**src/rtl/fetch_queue_if.sv**
```systemverilog
// Fetch/decode side bus of the instruction prefetch queue.
// slave = queue side, master = fetch/decode (or bench) side.
interface fetch_queue_if #(
   parameter int PC_W    = 8,
   parameter int INSTR_W = 9,
   parameter int DEPTH   = 4
);
   localparam int CNT_W = $clog2(DEPTH) + 1;

   // Handshake: a beat moves on a rising edge where valid && ready are both high;
   // valid/data must hold until accepted, and ready never depends on the partner's valid.
   logic               taken;
   logic               in_valid;
   logic               in_ready;
   logic [PC_W-1:0]    pc_i;
   logic [INSTR_W-1:0] instr_i;
   logic               out_valid;
   logic               out_ready;
   logic [PC_W-1:0]    pc_o;
   logic [INSTR_W-1:0] instr_o;
   logic [CNT_W-1:0]   count_o;

   modport slave (
      input  taken, in_valid, pc_i, instr_i, out_ready,
      output in_ready, out_valid, pc_o, instr_o, count_o
   );

   modport master (
      output taken, in_valid, pc_i, instr_i, out_ready,
      input  in_ready, out_valid, pc_o, instr_o, count_o
   );
endinterface

```
**src/rtl/fetch_queue.sv**
```systemverilog
// Instruction prefetch FIFO between fetch and decode, flushed by a taken branch.
// Define FQ_BYPASS_EN to let an empty queue pass the input straight to the output.
module fetch_queue #(
   parameter int PC_W    = 8,
   parameter int INSTR_W = 9,
   parameter int DEPTH   = 4
) (
   input logic           f_clk,
   input logic           start,
   fetch_queue_if.slave  bus
);
   localparam int PTR_W = $clog2(DEPTH);
   localparam int CNT_W = PTR_W + 1;
   localparam int ENT_W = PC_W + INSTR_W;
   localparam logic [CNT_W-1:0] FULL_CNT = CNT_W'(DEPTH);

   logic [ENT_W-1:0] r_mem [DEPTH];
   logic [PTR_W-1:0] r_wr_ptr;
   logic [PTR_W-1:0] r_rd_ptr;
   logic [CNT_W-1:0] r_count;

   logic             w_stored_valid;
   logic             w_bypass;
   logic             w_bypass_take;
   logic             w_push;
   logic             w_pop;
   logic [ENT_W-1:0] w_head;

   assign w_stored_valid = (r_count != '0);
   assign w_head         = r_mem[r_rd_ptr];

`ifdef FQ_BYPASS_EN
   // Reset and flush both kill the pass-through so no wrong-path word escapes.
   assign w_bypass = !w_stored_valid && bus.in_valid && !bus.taken && !start;
`else
   assign w_bypass = 1'b0;
`endif

   assign w_bypass_take = w_bypass && bus.out_ready;
   assign w_push        = bus.in_valid && bus.in_ready && !w_bypass_take;
   assign w_pop         = w_stored_valid && bus.out_ready;

   assign bus.in_ready = (r_count != FULL_CNT);
   assign bus.count_o  = r_count;

   always_comb begin
      bus.out_valid = w_stored_valid;
      bus.pc_o      = '0;
      bus.instr_o   = '0;
      if (w_stored_valid) begin
         {bus.pc_o, bus.instr_o} = w_head;
      end else if (w_bypass) begin
         bus.out_valid = 1'b1;
         bus.pc_o      = bus.pc_i;
         bus.instr_o   = bus.instr_i;
      end
   end

   always_ff @(posedge f_clk) begin
      if (start || bus.taken) begin
         r_wr_ptr <= '0;
         r_rd_ptr <= '0;
         r_count  <= '0;
      end else begin
         if (w_push) begin
            r_mem[r_wr_ptr] <= {bus.pc_i, bus.instr_i};
            r_wr_ptr        <= r_wr_ptr + PTR_W'(1);
         end
         if (w_pop) begin
            r_rd_ptr <= r_rd_ptr + PTR_W'(1);
         end
         // Simultaneous push and pop leaves the occupancy unchanged.
         case ({w_push, w_pop})
            2'b10:   r_count <= r_count + CNT_W'(1);
            2'b01:   r_count <= r_count - CNT_W'(1);
            default: r_count <= r_count;
         endcase
      end
   end
endmodule

```
**src/flat_wrapper.sv**
```systemverilog
// flat-port wrapper written by rule: the top's interface ports become plain ports
module fetch_queue_flat 
#(
   parameter int PC_W    = 8,
   parameter int INSTR_W = 9,
   parameter int DEPTH   = 4
)
  (f_clk, start, bus_taken, bus_in_valid, bus_pc_i, bus_instr_i, bus_out_ready, bus_in_ready, bus_out_valid, bus_pc_o, bus_instr_o, bus_count_o);
  fetch_queue_if #(.PC_W(PC_W), .INSTR_W(INSTR_W), .DEPTH(DEPTH)) bus_i ();
  input logic f_clk;
  input logic start;
  input wire logic [$bits(bus_i.taken)-1:0] bus_taken;
  input wire logic [$bits(bus_i.in_valid)-1:0] bus_in_valid;
  input wire logic [$bits(bus_i.pc_i)-1:0] bus_pc_i;
  input wire logic [$bits(bus_i.instr_i)-1:0] bus_instr_i;
  input wire logic [$bits(bus_i.out_ready)-1:0] bus_out_ready;
  output wire logic [$bits(bus_i.in_ready)-1:0] bus_in_ready;
  output wire logic [$bits(bus_i.out_valid)-1:0] bus_out_valid;
  output wire logic [$bits(bus_i.pc_o)-1:0] bus_pc_o;
  output wire logic [$bits(bus_i.instr_o)-1:0] bus_instr_o;
  output wire logic [$bits(bus_i.count_o)-1:0] bus_count_o;
  assign bus_i.taken = bus_taken;
  assign bus_i.in_valid = bus_in_valid;
  assign bus_i.pc_i = bus_pc_i;
  assign bus_i.instr_i = bus_instr_i;
  assign bus_i.out_ready = bus_out_ready;
  assign bus_in_ready = bus_i.in_ready;
  assign bus_out_valid = bus_i.out_valid;
  assign bus_pc_o = bus_i.pc_o;
  assign bus_instr_o = bus_i.instr_o;
  assign bus_count_o = bus_i.count_o;
  fetch_queue #(.PC_W(PC_W), .INSTR_W(INSTR_W), .DEPTH(DEPTH)) u_core (.f_clk(f_clk), .start(start), .bus(bus_i));
endmodule
```
**config.mk**
```make
export PLATFORM = sky130hd
export DESIGN_NAME = fetch_queue_flat
export DESIGN_NICKNAME = d
export VERILOG_FILES = /design/src/rtl/fetch_queue_if.sv /design/src/rtl/fetch_queue.sv /design/src/flat_wrapper.sv
export SDC_FILE = /design/constraint.sdc
export NUM_CORES = 1
export LEC_CHECK = 0
export CAP_MARGIN = 20
export CORE_MARGIN = 10
export CORE_UTILIZATION = 54
export CTS_BUF_LIST = sky130_fd_sc_hd__clkbuf_16
export DETAILED_ROUTE_END_ITERATION = 8
export PLACE_DENSITY_LB_ADDON = 0.08
export SETUP_SLACK_MARGIN = 0.1
export SYNTH_ARGS = -nofsm -noshare
export SYNTH_HDL_FRONTEND = slang
export SYNTH_SLANG_ARGS = --single-unit
```
**constraint.sdc**
```tcl
create_clock -name f_clk -period 2.75 [get_ports f_clk]
set_clock_uncertainty 0.05 [all_clocks]
set_input_delay 0.275 -clock f_clk [delete_from_list [all_inputs] [get_ports f_clk]]
set_output_delay 0.275 -clock f_clk [all_outputs]
set_load 0.005 [all_outputs]
```
---- Yosys cells after proc, flatten, opt, wreduce, memory -nomap -nowiden ----
Memories as Yosys holds them, arrays and structs flattened. A register that Yosys moved wholly into a read port is not among the register bits.
Index checks and enable logic that the tools add are counted.
operators by class
  muxes and demuxes ....................... 9
  reduce and logical (&&, ||, !) cells .... 5
  equality and inequality tests ........... 3
  add/subtract/negate cells ............... 4
operators with widths
  operator             count
  $mux 9               1
  $mux 8               1
  $pmux 3 s2           1
  $add 2x1->2 const B  2
  $mux 1               4
  $mux 2               2
  $add 3x1->3 const B  1
  $ne 3x3->1 const B   1
  $reduce_bool 3->1    1
  $sub 3x1->3 const B  1
  $eq 2x1->1 const B   1
  $eq 2x2->1 const B   1
  $logic_and 1x1->1    2
  $reduce_bool 2->1    1
  $logic_or 1x1->1     1
storage, ports and cells
  bits in registers ....................... 7
  input port bits ......................... 22
  bits in writable memories ............... 68
  memories ................................ 1
  output and inout bits ................... 22
  word-level logic and storage cells ...... 25
memory list
  memory        words  bits a word  read ports  clocked after memory_dff  write ports  RTL line           text
  u_core.r_mem  4      17           1           1                         1            fetch_queue.sv:17  logic [ENT_W-1:0] r_mem [DEPTH];

---- Logic depth before layout (Yosys ltp) ----
Gate-level depths: netlist (run 1).
  depth after elaboration ................. 5
  depth in mapped cells ................... 10
  mapped depth without buffers ............ 9

---- Least setup slack after synthesis (run 1) ----
No wires, ideal clock.
  path type ............................... register to register
  start ................................... register u_core.r_count[2] (netlist: u_core.bus.count_o[2])
  end ..................................... register u_core.r_count[2] (netlist: u_core.bus.count_o[2])
  path slack .............................. 0.411 ns
  period minus slack after synthesis ...... 2.339 ns
  setup time .............................. 0.070 ns
  arrival ................................. 2.219 ns
  cell stages (with the launch flop) ...... 11
  path buffers ............................ 1
  required time ........................... 2.630 ns
  cells stage by stage .................... dfxtp_1 or3b_4 and2_4 buf_6 inv_1 ha_1 inv_1 fa_1 xor2_1 or3_1 a21oi_1
between the ends
  longest elaborated chain between the ends .. 4
  elaborated cells between the ends (all ways) .. 10
  classes of those cells .................. add/sub: 2; eq/ne: 3; mux: 1; reduce/logical: 4
ends and longest elaborated chain
  item                                             RTL line            text
  start, declared                                  fetch_queue.sv:20   logic [CNT_W-1:0] r_count;
  start signal, assigned                           fetch_queue.sv:74   2'b10: r_count <= r_count + CNT_W'(1);
  start signal, assigned                           fetch_queue.sv:75   2'b01: r_count <= r_count - CNT_W'(1);
  start signal, assigned                           fetch_queue.sv:76   default: r_count <= r_count;
  $ne 3x3->1 *                                     fetch_queue.sv:43   assign bus.in_ready = (r_count != FULL_CNT);
  named net bus_in_ready                           flat_wrapper.sv:17  output wire logic [$bits(bus_i.in_ready)-1:0] bus_in_ready;
  $logic_and 1x1->1 *                              fetch_queue.sv:40   assign w_push = bus.in_valid && bus.in_ready && !w_bypass_take;
  $eq 2x1->1 or $eq 2x2->1 (tied branches)         fetch_queue.sv:73   case ({w_push, w_pop})
  $pmux 3 s2 or $reduce_bool 2->1 (tied branches)  n/a
Mark *: on every way through the listed nets, which the timed path passes. The rest lies on a longest branch.
A chain may end at the register's enable or synchronous reset.

---- Final worst setup path (run 1) ----
  start ................................... register u_core.r_count[2] (netlist: u_core.bus.count_o[2])
  end ..................................... register u_core.r_count[2] (netlist: u_core.bus.count_o[2])
between the ends
  longest elaborated chain between the ends .. 4
  elaborated cells between the ends (all ways) .. 10
  classes of those cells .................. add/sub: 2; eq/ne: 3; mux: 1; reduce/logical: 4
ends and longest elaborated chain
  item                                             RTL line
  $ne 3x3->1 or $reduce_bool 3->1 (tied branches)  fetch_queue.sv:43, fetch_queue.sv:29
  $logic_and 1x1->1, on equally long branches      fetch_queue.sv:40, fetch_queue.sv:41
  $eq 2x1->1 or $eq 2x2->1 (tied branches)         fetch_queue.sv:73
  $pmux 3 s2 or $reduce_bool 2->1 (tied branches)  n/a
Parallel ways exist; a longest one is shown, timed or not.

==> run metrics, run 1 <==
Max VDD drop 0.0004510 V; Reg2Reg Setup Slack 270 ps; Layout fillers 349; post-CTS setup buffer count 0; WP data arrival 2680 ps; Ant. Diodes 0; hold bufs inserted after CTS 0; die width 95.52 um; largest family of logic cells by synthesized area multiplexers; RR Startpoint u_core.bus.count_o[2]$_SDFFE_PP0P_; antenna violations before repair 0; Worst Setup Slack, final 273.4 ps; pin count of the biggest net entering global routing 22; CTS tree done; synth warn 0; root buf cell clkbuf_16; Area growth syn-to-layout 27.75%; synthesized area per cell 18.78 um^2; Power Density 723.8 nW/um^2; worst setup path start u_core.bus.count_o[2]$_SDFFE_PP0P_; Routed WL 5.847 mm; Crit. End Element flop; Routed Antenna Nets 0; Critical Path Source Type flop; min Tclk post-route 2477 ps; dpl hpwl 3.742 mm; final hold violation count 0; Synth Area in Simple Gates 7.558%; htree depth 3; Seq/Total Area, Yosys 72.17%; core footprint 5507 um^2; Routability Congestion 0.8515; cells after synthesis 164; FF+latch count, synth 77; ys flop type edfxtp_1; most frequent cells in the layout edfxtp_1, clkdlybuf4s50_1, nor2b_1; Synth Area in XOR/XNOR 0.5689%; RSZ-0062 raised after global routing no; global-route wire length before repair 9.225 mm; PortBufs 43; DP Worst Slack 289.6 ps; vias in the first global route 1,792; grt ovf 0; Post-Syn Area 3079 um^2; Initial Util 55.92%; layout cells sized above 1 19.18%; Worst Hold Class flop to flop; All-Layer GR Usage 13.96%; Via-to-Cell Ratio 5.519; Reg clk slew, reported paths 50 ps; post-route setup TNS 0 ps; asr flop ratio synth 0%; post-synth cell types 26; Mapped Nets 192; Initial DRC Count 72; Setup Viol. Count Final 0; post-CTS resize count 0; First-pass DRT Iterations 4; CP endpoint u_core.bus.count_o[2]$_SDFFE_PP0P_; post-synthesis mux area share 12.76%; Req. time, crit path 2950 ps; crit share post-route 90.06%; crit path kind flop to flop; IO Count 44; multi-input logic area 778.2 um^2; worst-margin pin slew 495.2 ps; Die H 95.52 um; run status completed; die area 9123 um^2; EDFF count, synth 68; Row Count 27; max capacitance violation total 0; Synth Area in Adders 2.682%; worst skew pair latency 330 ps; Compound-Gate Fraction of Synth Area 1.544%; Relative slew margins 66.99%; FF-to-FF End u_core.bus.count_o[2]$_SDFFE_PP0P_; Seq. cell area 2222 um^2; Reg2Reg Depth 9; Critical Path Fanout Max 7; vias 1,606; most common cell after layout, fill and taps aside edfxtp_1; DRC viols 0; CTS Buffer Depth 2; Nets 242; Slew Viols, Final 0; Num Clock Sinks 77; leakage 1.299 nW; wire length per cell 20.09 um; Achievable Freq 403.8 MHz; CTS Buf Count 9
per-layer routing:
metal | vias to the layer above | track usage [%] | share of wire (%) | routed length [um]
met5 | - | 0 | 0 | 0
met4 | 0 | 5.283 | 0.50 | 29
met3 | 4 | 6.049 | 6.0 | 351
met2 | 48 | 23.58 | 54 | 3154
met1 | 823 | 15.30 | 40 | 2312
li1 | 731 | - | - | -
cell families after synthesis:
group	after synthesis
compound gates	8
xor+xnor	2
fa+ha+maj	6
buf+inv	15
flops	77
mux	18
simple gates	38
worst min-delay path by stage:
stage,to,slack (ps),cells past startpoint,start
after global routing,u_core.r_wr_ptr[0]$_SDFFE_PP0P_,500,2,u_core.r_wr_ptr[0]$_SDFFE_PP0P_
after detailed placement,u_core.r_rd_ptr[1]$_SDFFE_PP0P_,440,2,u_core.r_rd_ptr[1]$_SDFFE_PP0P_
after global placement,flop,420,2,u_core.r_rd_ptr[1]$_SDFFE_PP0P_
after floorplan,u_core.r_mem[0][0]$_DFFE_PP_,320,0,bus_instr_i[0]
after CTS,u_core.r_rd_ptr[1]$_SDFFE_PP0P_,450,2,u_core.r_rd_ptr[1]$_SDFFE_PP0P_
final,u_core.r_rd_ptr[1]$_SDFFE_PP0P_,450,2,u_core.r_rd_ptr[1]$_SDFFE_PP0P_
power breakdown:
group | internal [W] | total, W | switching, W | leakage [nW]
Combinational | 0.0000904 | 0.000160 | 0.0000695 | 0.432
Sequential | 0.00129 | 0.00129 | 0.00000699 | 0.687
Clock | 0.000968 | 0.00139 | 0.000426 | 0.180
Yosys cell counts, types with 2 or more instances:
cell type | number | share of area, %
o21ai_0 | 4 | 0.65
buf_6 | 3 | 1.1
or3_1 | 2 | 0.41
nor2_1 | 4 | 0.49
buf_2 | 3 | 0.49
nor2b_1 | 18 | 3.7
inv_1 | 7 | 0.85
dfxtp_1 | 9 | 5.9
a21oi_1 | 3 | 0.49
and3_2 | 4 | 0.98
xor2_1 | 2 | 0.57
nand2_1 | 4 | 0.49
mux4_2 | 17 | 12
edfxtp_1 | 68 | 66
ha_1 | 5 | 2.0
worst max-delay path, stage by stage, from the launching register on:
cell and delay (ps):
dfxtp_1 410, or3b_4 420, and2_4 190, inv_1 50, ha_1 170, inv_1 70
fa_1 380, xor2_1 160, or3_1 320, a21oi_1 170
state kept, by name (all words and copies together) (netlist names), named ones only:
signal and cells:
u_core.r_mem 68, u_core.bus.count_o 3, u_core.r_rd_ptr 2, u_core.r_wr_ptr 2
stage by stage:
stage          std cells  util (%)  instance area [um^2]  total power, W  hold WS (ps)
2_1_floorplan        164         -                  3079        0.001384         323.9
3_3_place_gp         275     64.96                  3577        0.001471         421.7
3_5_place_dp         275     64.96                  3577        0.001479         443.3
4_1_cts              291     71.44                  3934        0.002867         446.4
5_1_grt              291     71.44                  3934        0.002935         499.1
6_report             291     71.44                  3934        0.002847         449.5
cell type report:
class                      count  share of cell area, %
inverter                       7                 0.6679
clock inverter                 7                  3.340
tap                           72                  2.290
timing repair buffer          47                  11.70
multi-input combinational     72                  19.78
clock buffer                   9                  5.725
sequential                    77                  56.49
Power figures use the tool's default switching activity.
==> inputs of run 2 (changes only) <==
- ABC_CLOCK_PERIOD_IN_PS: not set -> 2750
- CORE_UTILIZATION: 54 -> 45
- TNS_END_PERCENT: not set -> 20
==> run metrics, run 2 (same netlist as run 1, synthesis figures left out) <==
Reg2Reg Depth 9 (unchanged); placed inst area 3595 um^2 (+0.49%); Ant. Diodes 0 (unchanged); Max VDD drop 0.0003909 V (-13%); routing usage on met3 4.223% (-1.8 points); crit share post-route 88.67% (-1.4 points); die area 10,550 um^2 (+16%); Routed WL 5.738 mm (-1.9%); worst hold stages 2 (unchanged); most frequent cells in the layout edfxtp_1, clkdlybuf4s50_1, nor2b_1; CTS Buffer Depth 2 (unchanged); Area growth syn-to-layout 25.19%; Nets 243 (+0.41%); switch share 19.93% (+2.3 points); core footprint 6719 um^2 (+22%); Setup Viol. Count Final 0 (unchanged); Top Usage Layer GRT met2; final hold violation count 0 (unchanged); max reg flops 68 (unchanged); Reg with most FFs u_core.r_mem; RR Startpoint u_core.bus.count_o[2]$_SDFFE_PP0P_; post-CTS resize count 0 (unchanged); RSZ-0062 raised after global routing no; Clock Power Share 41.1% (-7.8 points); post-route setup TNS 0 ps (unchanged); Critical Path Fanout Max 7 (unchanged); Initial DRC Count 54 (-25%); Reg2Reg Setup Slack 310 ps (+40 ps); global-route wire length before repair 8.804 mm (-4.6%); utilization after layout 57.37% (-14 points); Flop pwr share 52.5% (+7.1 points); M2 GR Usage 19.82% (-3.8 points); design area 3855 um^2 (-2.0%); vias in the first global route 1,683 (-6.1%); Worst Hold Class flop to flop; Req. time, crit path 2960 ps (about the same); cell-internal power 0.001972 W (-16%); run status completed; min Tclk post-route 2438 ps (-38.26 ps); wire length per cell 19.13 um (-4.8%); CTS tree done; Routability Congestion 0.7189 (-16%); All-Layer GR Usage 11.74% (-2.2 points); WP data arrival 2640 ps (-40 ps); Slew Viols, Final 0 (unchanged); Critical Path Source Type flop; root buf cell clkbuf_16; leakage 1.254 nW (-3.5%); htree depth 3 (unchanged); Initial Util 45.83% (-10 points); worst skew pair latency 330 ps (about the same); Row Count 30 (+11%); post-CTS setup buffer count 0 (unchanged); antenna violations before repair 0 (unchanged); crit path kind flop to flop; worst-margin pin slew 503.0 ps (+7.838 ps); Crit. End Element flop; vias 1,578 (-1.7%); hold path endpoint u_core.r_rd_ptr[1]$_SDFFE_PP0P_; FF-to-FF End u_core.bus.count_o[2]$_SDFFE_PP0P_; Power Density 638.9 nW/um^2 (-12%); Via-to-Cell Ratio 5.260 (-4.7%); Relative slew margins 66.47% (-0.52 points); switching power total 0.0004909 W (-2.3%); M1 GR Usage 12.53% (-2.8 points); dpl hpwl 3.684 mm (-1.5%); total chip power 0.002463 W (-14%); Routed Antenna Nets 0 (unchanged); hold bufs inserted after CTS 0 (unchanged); max capacitance violation total 0 (unchanged); CTS Buf Count 9 (unchanged); Die H 102.7 um (+7.5%); PortBufs 43 (unchanged); Num Clock Sinks 77 (unchanged); IO Count 44 (unchanged); most common cell after layout, fill and taps aside edfxtp_1; die width 102.7 um (+7.5%); Comb pwr share 6.4% (+0.8 points); DRC viols 0 (unchanged); grt ovf 0 (unchanged); hold_sp u_core.r_rd_ptr[1]$_SDFFE_PP0P_; pin count of the biggest net entering global routing 22 (unchanged); Reg clk slew, reported paths 60 ps (about the same); First-pass DRT Iterations 4 (unchanged); Achievable Freq 410.1 MHz (+1.6%); layout cells sized above 1 19.09% (-0.087 points)
## run 2: cell types whose count changed in the layout (fill, tap and decap cells not counted)
cell / previous run / this run
clkinvlp_4: 0 / 2
bufinv_16: 4 / 0
clkinv_1: 1 / 2
clkinv_2: 0 / 1
buf_4: 4 / 5
## run 2: critical path: stages (launching register included)
cell	delay, ps
dfxtp_1	400
or3b_4	420
and2_4	200
inv_1	50
ha_1	180
inv_1	70
fa_1	380
xor2_1	160
or3_1	300
a21oi_1	150
## run 2: per-stage QoR
stage          hold WS [ps]  std cells  worst slack, ps
6_report              442.4        300            311.6
5_1_grt               464.5        300            223.2
4_1_cts               441.6        300            304.5
3_5_place_dp          430.1        284            352.7
3_3_place_gp          425.5        284            443.9
2_1_floorplan         323.9        164            411.0
## run 2: power by group through the flow
stage	logic [W]	registers (W)	clock network [W]
5_1_grt	0.000174	0.00129	0.00109
2_1_floorplan	0.0000682	0.00132	0
6_report	0.000158	0.00129	0.00101
3_5_place_dp	0.000161	0.00132	0
3_3_place_gp	0.000158	0.00132	0
4_1_cts	0.000162	0.00129	0.00104
## run 2: cell type report
class                   count  area [um^2]
clock buffers               9        225.2
clock inverters             7        35.03
fillers                   528         2864
inverters                   7        26.28
multi-input cells          72        778.2
flip-flops and latches     77         2222
well taps                  80        100.1
repair buffers             48        467.9
## run 2: worst max path at each step
stage                                             from                            endpoint  cells past startpoint
floorplan           u_core.bus.count_o[2]$_SDFFE_PP0P_  u_core.bus.count_o[2]$_SDFFE_PP0P_                     10
global placement                         bus_out_ready  u_core.bus.count_o[2]$_SDFFE_PP0P_                      8
detailed placement  u_core.bus.count_o[2]$_SDFFE_PP0P_  u_core.bus.count_o[2]$_SDFFE_PP0P_                      9
CTS                                               flop                      bus_instr_o[8]                      4
global route        u_core.bus.count_o[2]$_SDFFE_PP0P_  u_core.bus.count_o[2]$_SDFFE_PP0P_                      9
finish              u_core.bus.count_o[2]$_SDFFE_PP0P_  u_core.bus.count_o[2]$_SDFFE_PP0P_                      9
## run 2: routing by layer
metal	wire length, um	share of wire, %	vias to the layer above
li1	-	-	732
met1	2326	41	798
met2	3003	52	40
met3	343	6.0	8
met4	65	1.1	0
met5	0	0	-
==> inputs of run 3 (changes only) <==
- CORE_MARGIN: 10 -> 4
==> run metrics, run 3 (same netlist as run 1, synthesis figures left out) <==
Initial Util 47.41% (+1.6 points); die width 90.72 um (-12%); Comb pwr share 5.9% (-0.5 points); WP data arrival 2610 ps (-30 ps); switching power total 0.0005154 W (+5.0%); Die H 90.72 um (-12%); design area 3906 um^2 (+1.3%); First-pass DRT Iterations 4 (unchanged); antenna violations before repair 0 (unchanged); die area 8230 um^2 (-22%); All-Layer GR Usage 13.93% (+2.2 points); crit share post-route 87.30% (-1.4 points); DRC viols 0 (unchanged); htree depth 3 (unchanged); post-CTS setup buffer count 0 (unchanged); Routed Antenna Nets 0 (unchanged); placed inst area 3591 um^2 (-0.10%); Max VDD drop 0.0003883 V (-0.67%); Critical Path Fanout Max 7 (unchanged); worst-margin pin slew 510.3 ps (+7.331 ps); Crit path max-delay family simple AND/OR/NAND/NOR gates; RSZ-0062 raised after global routing no; Via-to-Cell Ratio 5.337 (+1.5%); most common cell after layout, fill and taps aside edfxtp_1; global-route wire length before repair 8.604 mm (-2.3%); IO Count 44 (unchanged); run status completed; Crit. End Element flop; CP max-delay cell dfxtp_1; vias in the first global route 1,674 (-0.53%); pin count of the biggest net entering global routing 22 (unchanged); post-route setup TNS 0 ps (unchanged); Row Count 29 (-3.3%); Req. time, crit path 2960 ps (about the same); Power Density 686.7 nW/um^2 (+7.5%); worst-path cell chain or3b_4, and2_4, inv_1, ha_1, inv_1, fa_1, xor2_1, or3_1, a21oi_1; Reg clk slew, reported paths 60 ps (about the same); cell mode on critical path inv_1; CTS Buf Count 9 (unchanged); hold bufs inserted after CTS 0 (unchanged); Slew Viols, Final 0 (unchanged); switch share 19.22% (-0.72 points); Largest stage delay, worst path 410 ps (about the same); Ant. Diodes 0 (unchanged); Cells after DPL 281 (-1.1%); vias 1,585 (+0.44%); final hold violation count 0 (unchanged); Initial DRC Count 82 (+52%); Critical Path Source Type flop; max capacitance violation total 0 (unchanged); Layout fillers 474 (-10%); most frequent cells in the layout edfxtp_1, clkdlybuf4s50_1, nor2b_1; Setup Viol. Count Final 0 (unchanged); Routed WL 5.385 mm (-6.2%); fin cells 297 (-1.0%); cell-internal power 0.002167 W (+9.9%); crit path kind flop to flop; Worst Hold Class flop to flop; root buf cell clkbuf_16; critical path buffer and inverter count 2 (unchanged); max reg flops 68 (unchanged); utilization after layout 60.14% (+2.8 points); total chip power 0.002683 W (+8.9%); Relative slew margins 65.98% (-0.49 points); leakage 1.282 nW (+2.2%); Area growth syn-to-layout 26.86%; Achievable Freq 416.5 MHz (+1.6%); wire length per cell 18.13 um (-5.2%); dpl hpwl 3.397 mm (-7.8%); Clock Power Share 45.9% (+4.8 points); Nets 243 (unchanged); worst skew pair latency 330 ps (about the same); min Tclk post-route 2401 ps (-37.59 ps); PortBufs 43 (unchanged); Num Clock Sinks 77 (unchanged); grt ovf 0 (unchanged); Routability Congestion 0.7512 (+4.5%); Reg2Reg Setup Slack 350 ps (+40 ps); CTS tree done; Reg with most FFs u_core.r_mem; post-CTS resize count 0 (unchanged); Flop pwr share 48.2% (-4.3 points); core footprint 6495 um^2 (-3.3%); layout cells sized above 1 20.45% (+1.4 points); CTS Buffer Depth 2 (unchanged)
## run 3: layout make-up
cell class | instances | area, um^2 | share of cell area, %
clock buffer | 9 | 225.2 | 5.766
sequential | 77 | 2222 | 56.89
inverter | 7 | 26.28 | 0.6726
clock inverter | 7 | 90.09 | 2.306
tap | 77 | 96.34 | 2.466
timing repair buffer | 48 | 467.9 | 11.98
multi-input combinational | 72 | 778.2 | 19.92
## run 3: metal layers
metal	vias up	routed length, um	global-route usage, %
li1	739	-	-
met1	802	2302	16.48
met4	0	50	6.122
met3	7	291	5.000
met5	-	0	0
met2	37	2741	22.85
## run 3: final timing paths
kind / from / endpoint / depth (start not counted)
worst max-delay path: u_core.bus.count_o[2]$_SDFFE_PP0P_ / u_core.bus.count_o[2]$_SDFFE_PP0P_ / 9
worst min-delay path: u_core.r_rd_ptr[1]$_SDFFE_PP0P_ / u_core.r_rd_ptr[1]$_SDFFE_PP0P_ / 2
worst max register to register: u_core.bus.count_o[2]$_SDFFE_PP0P_ / u_core.bus.count_o[2]$_SDFFE_PP0P_ / 9
worst min register to register: u_core.r_rd_ptr[1]$_SDFFE_PP0P_ / u_core.r_rd_ptr[1]$_SDFFE_PP0P_ / 2
## run 3: worst register-to-register path, delay by kind of cell, from the launching register on
kind / cells / cell delay (ps)
adders and majority gates: 2 / 540
DFF: 1 / 410
xor gates and xnor gates: 1 / 160
and+or+nand+nor: 3 / 910
buffers and inverters: 2 / 110
AOI/OAI and AO/OA: 1 / 150
## run 3: power groups by stage
| stage | clock network [W] | logic (W) | registers (W) |
|---|---|---|---|
| 3_5_place_dp | 0 | 0.000160 | 0.00132 |
| 2_1_floorplan | 0 | 0.0000682 | 0.00132 |
| 3_3_place_gp | 0 | 0.000156 | 0.00132 |
| 4_1_cts | 0.00125 | 0.000162 | 0.00129 |
| 6_report | 0.00123 | 0.000157 | 0.00129 |
| 5_1_grt | 0.00130 | 0.000172 | 0.00129 |
## run 3: metrics by stage
stage / setup WS, ps / hold slack (ps)
2_1_floorplan: 411.0 / 323.9
3_3_place_gp: 462.2 / 423.2
3_5_place_dp: 357.3 / 435.0
4_1_cts: 339.8 / 445.2
5_1_grt: 203.7 / 479.0
6_report: 349.2 / 447.0
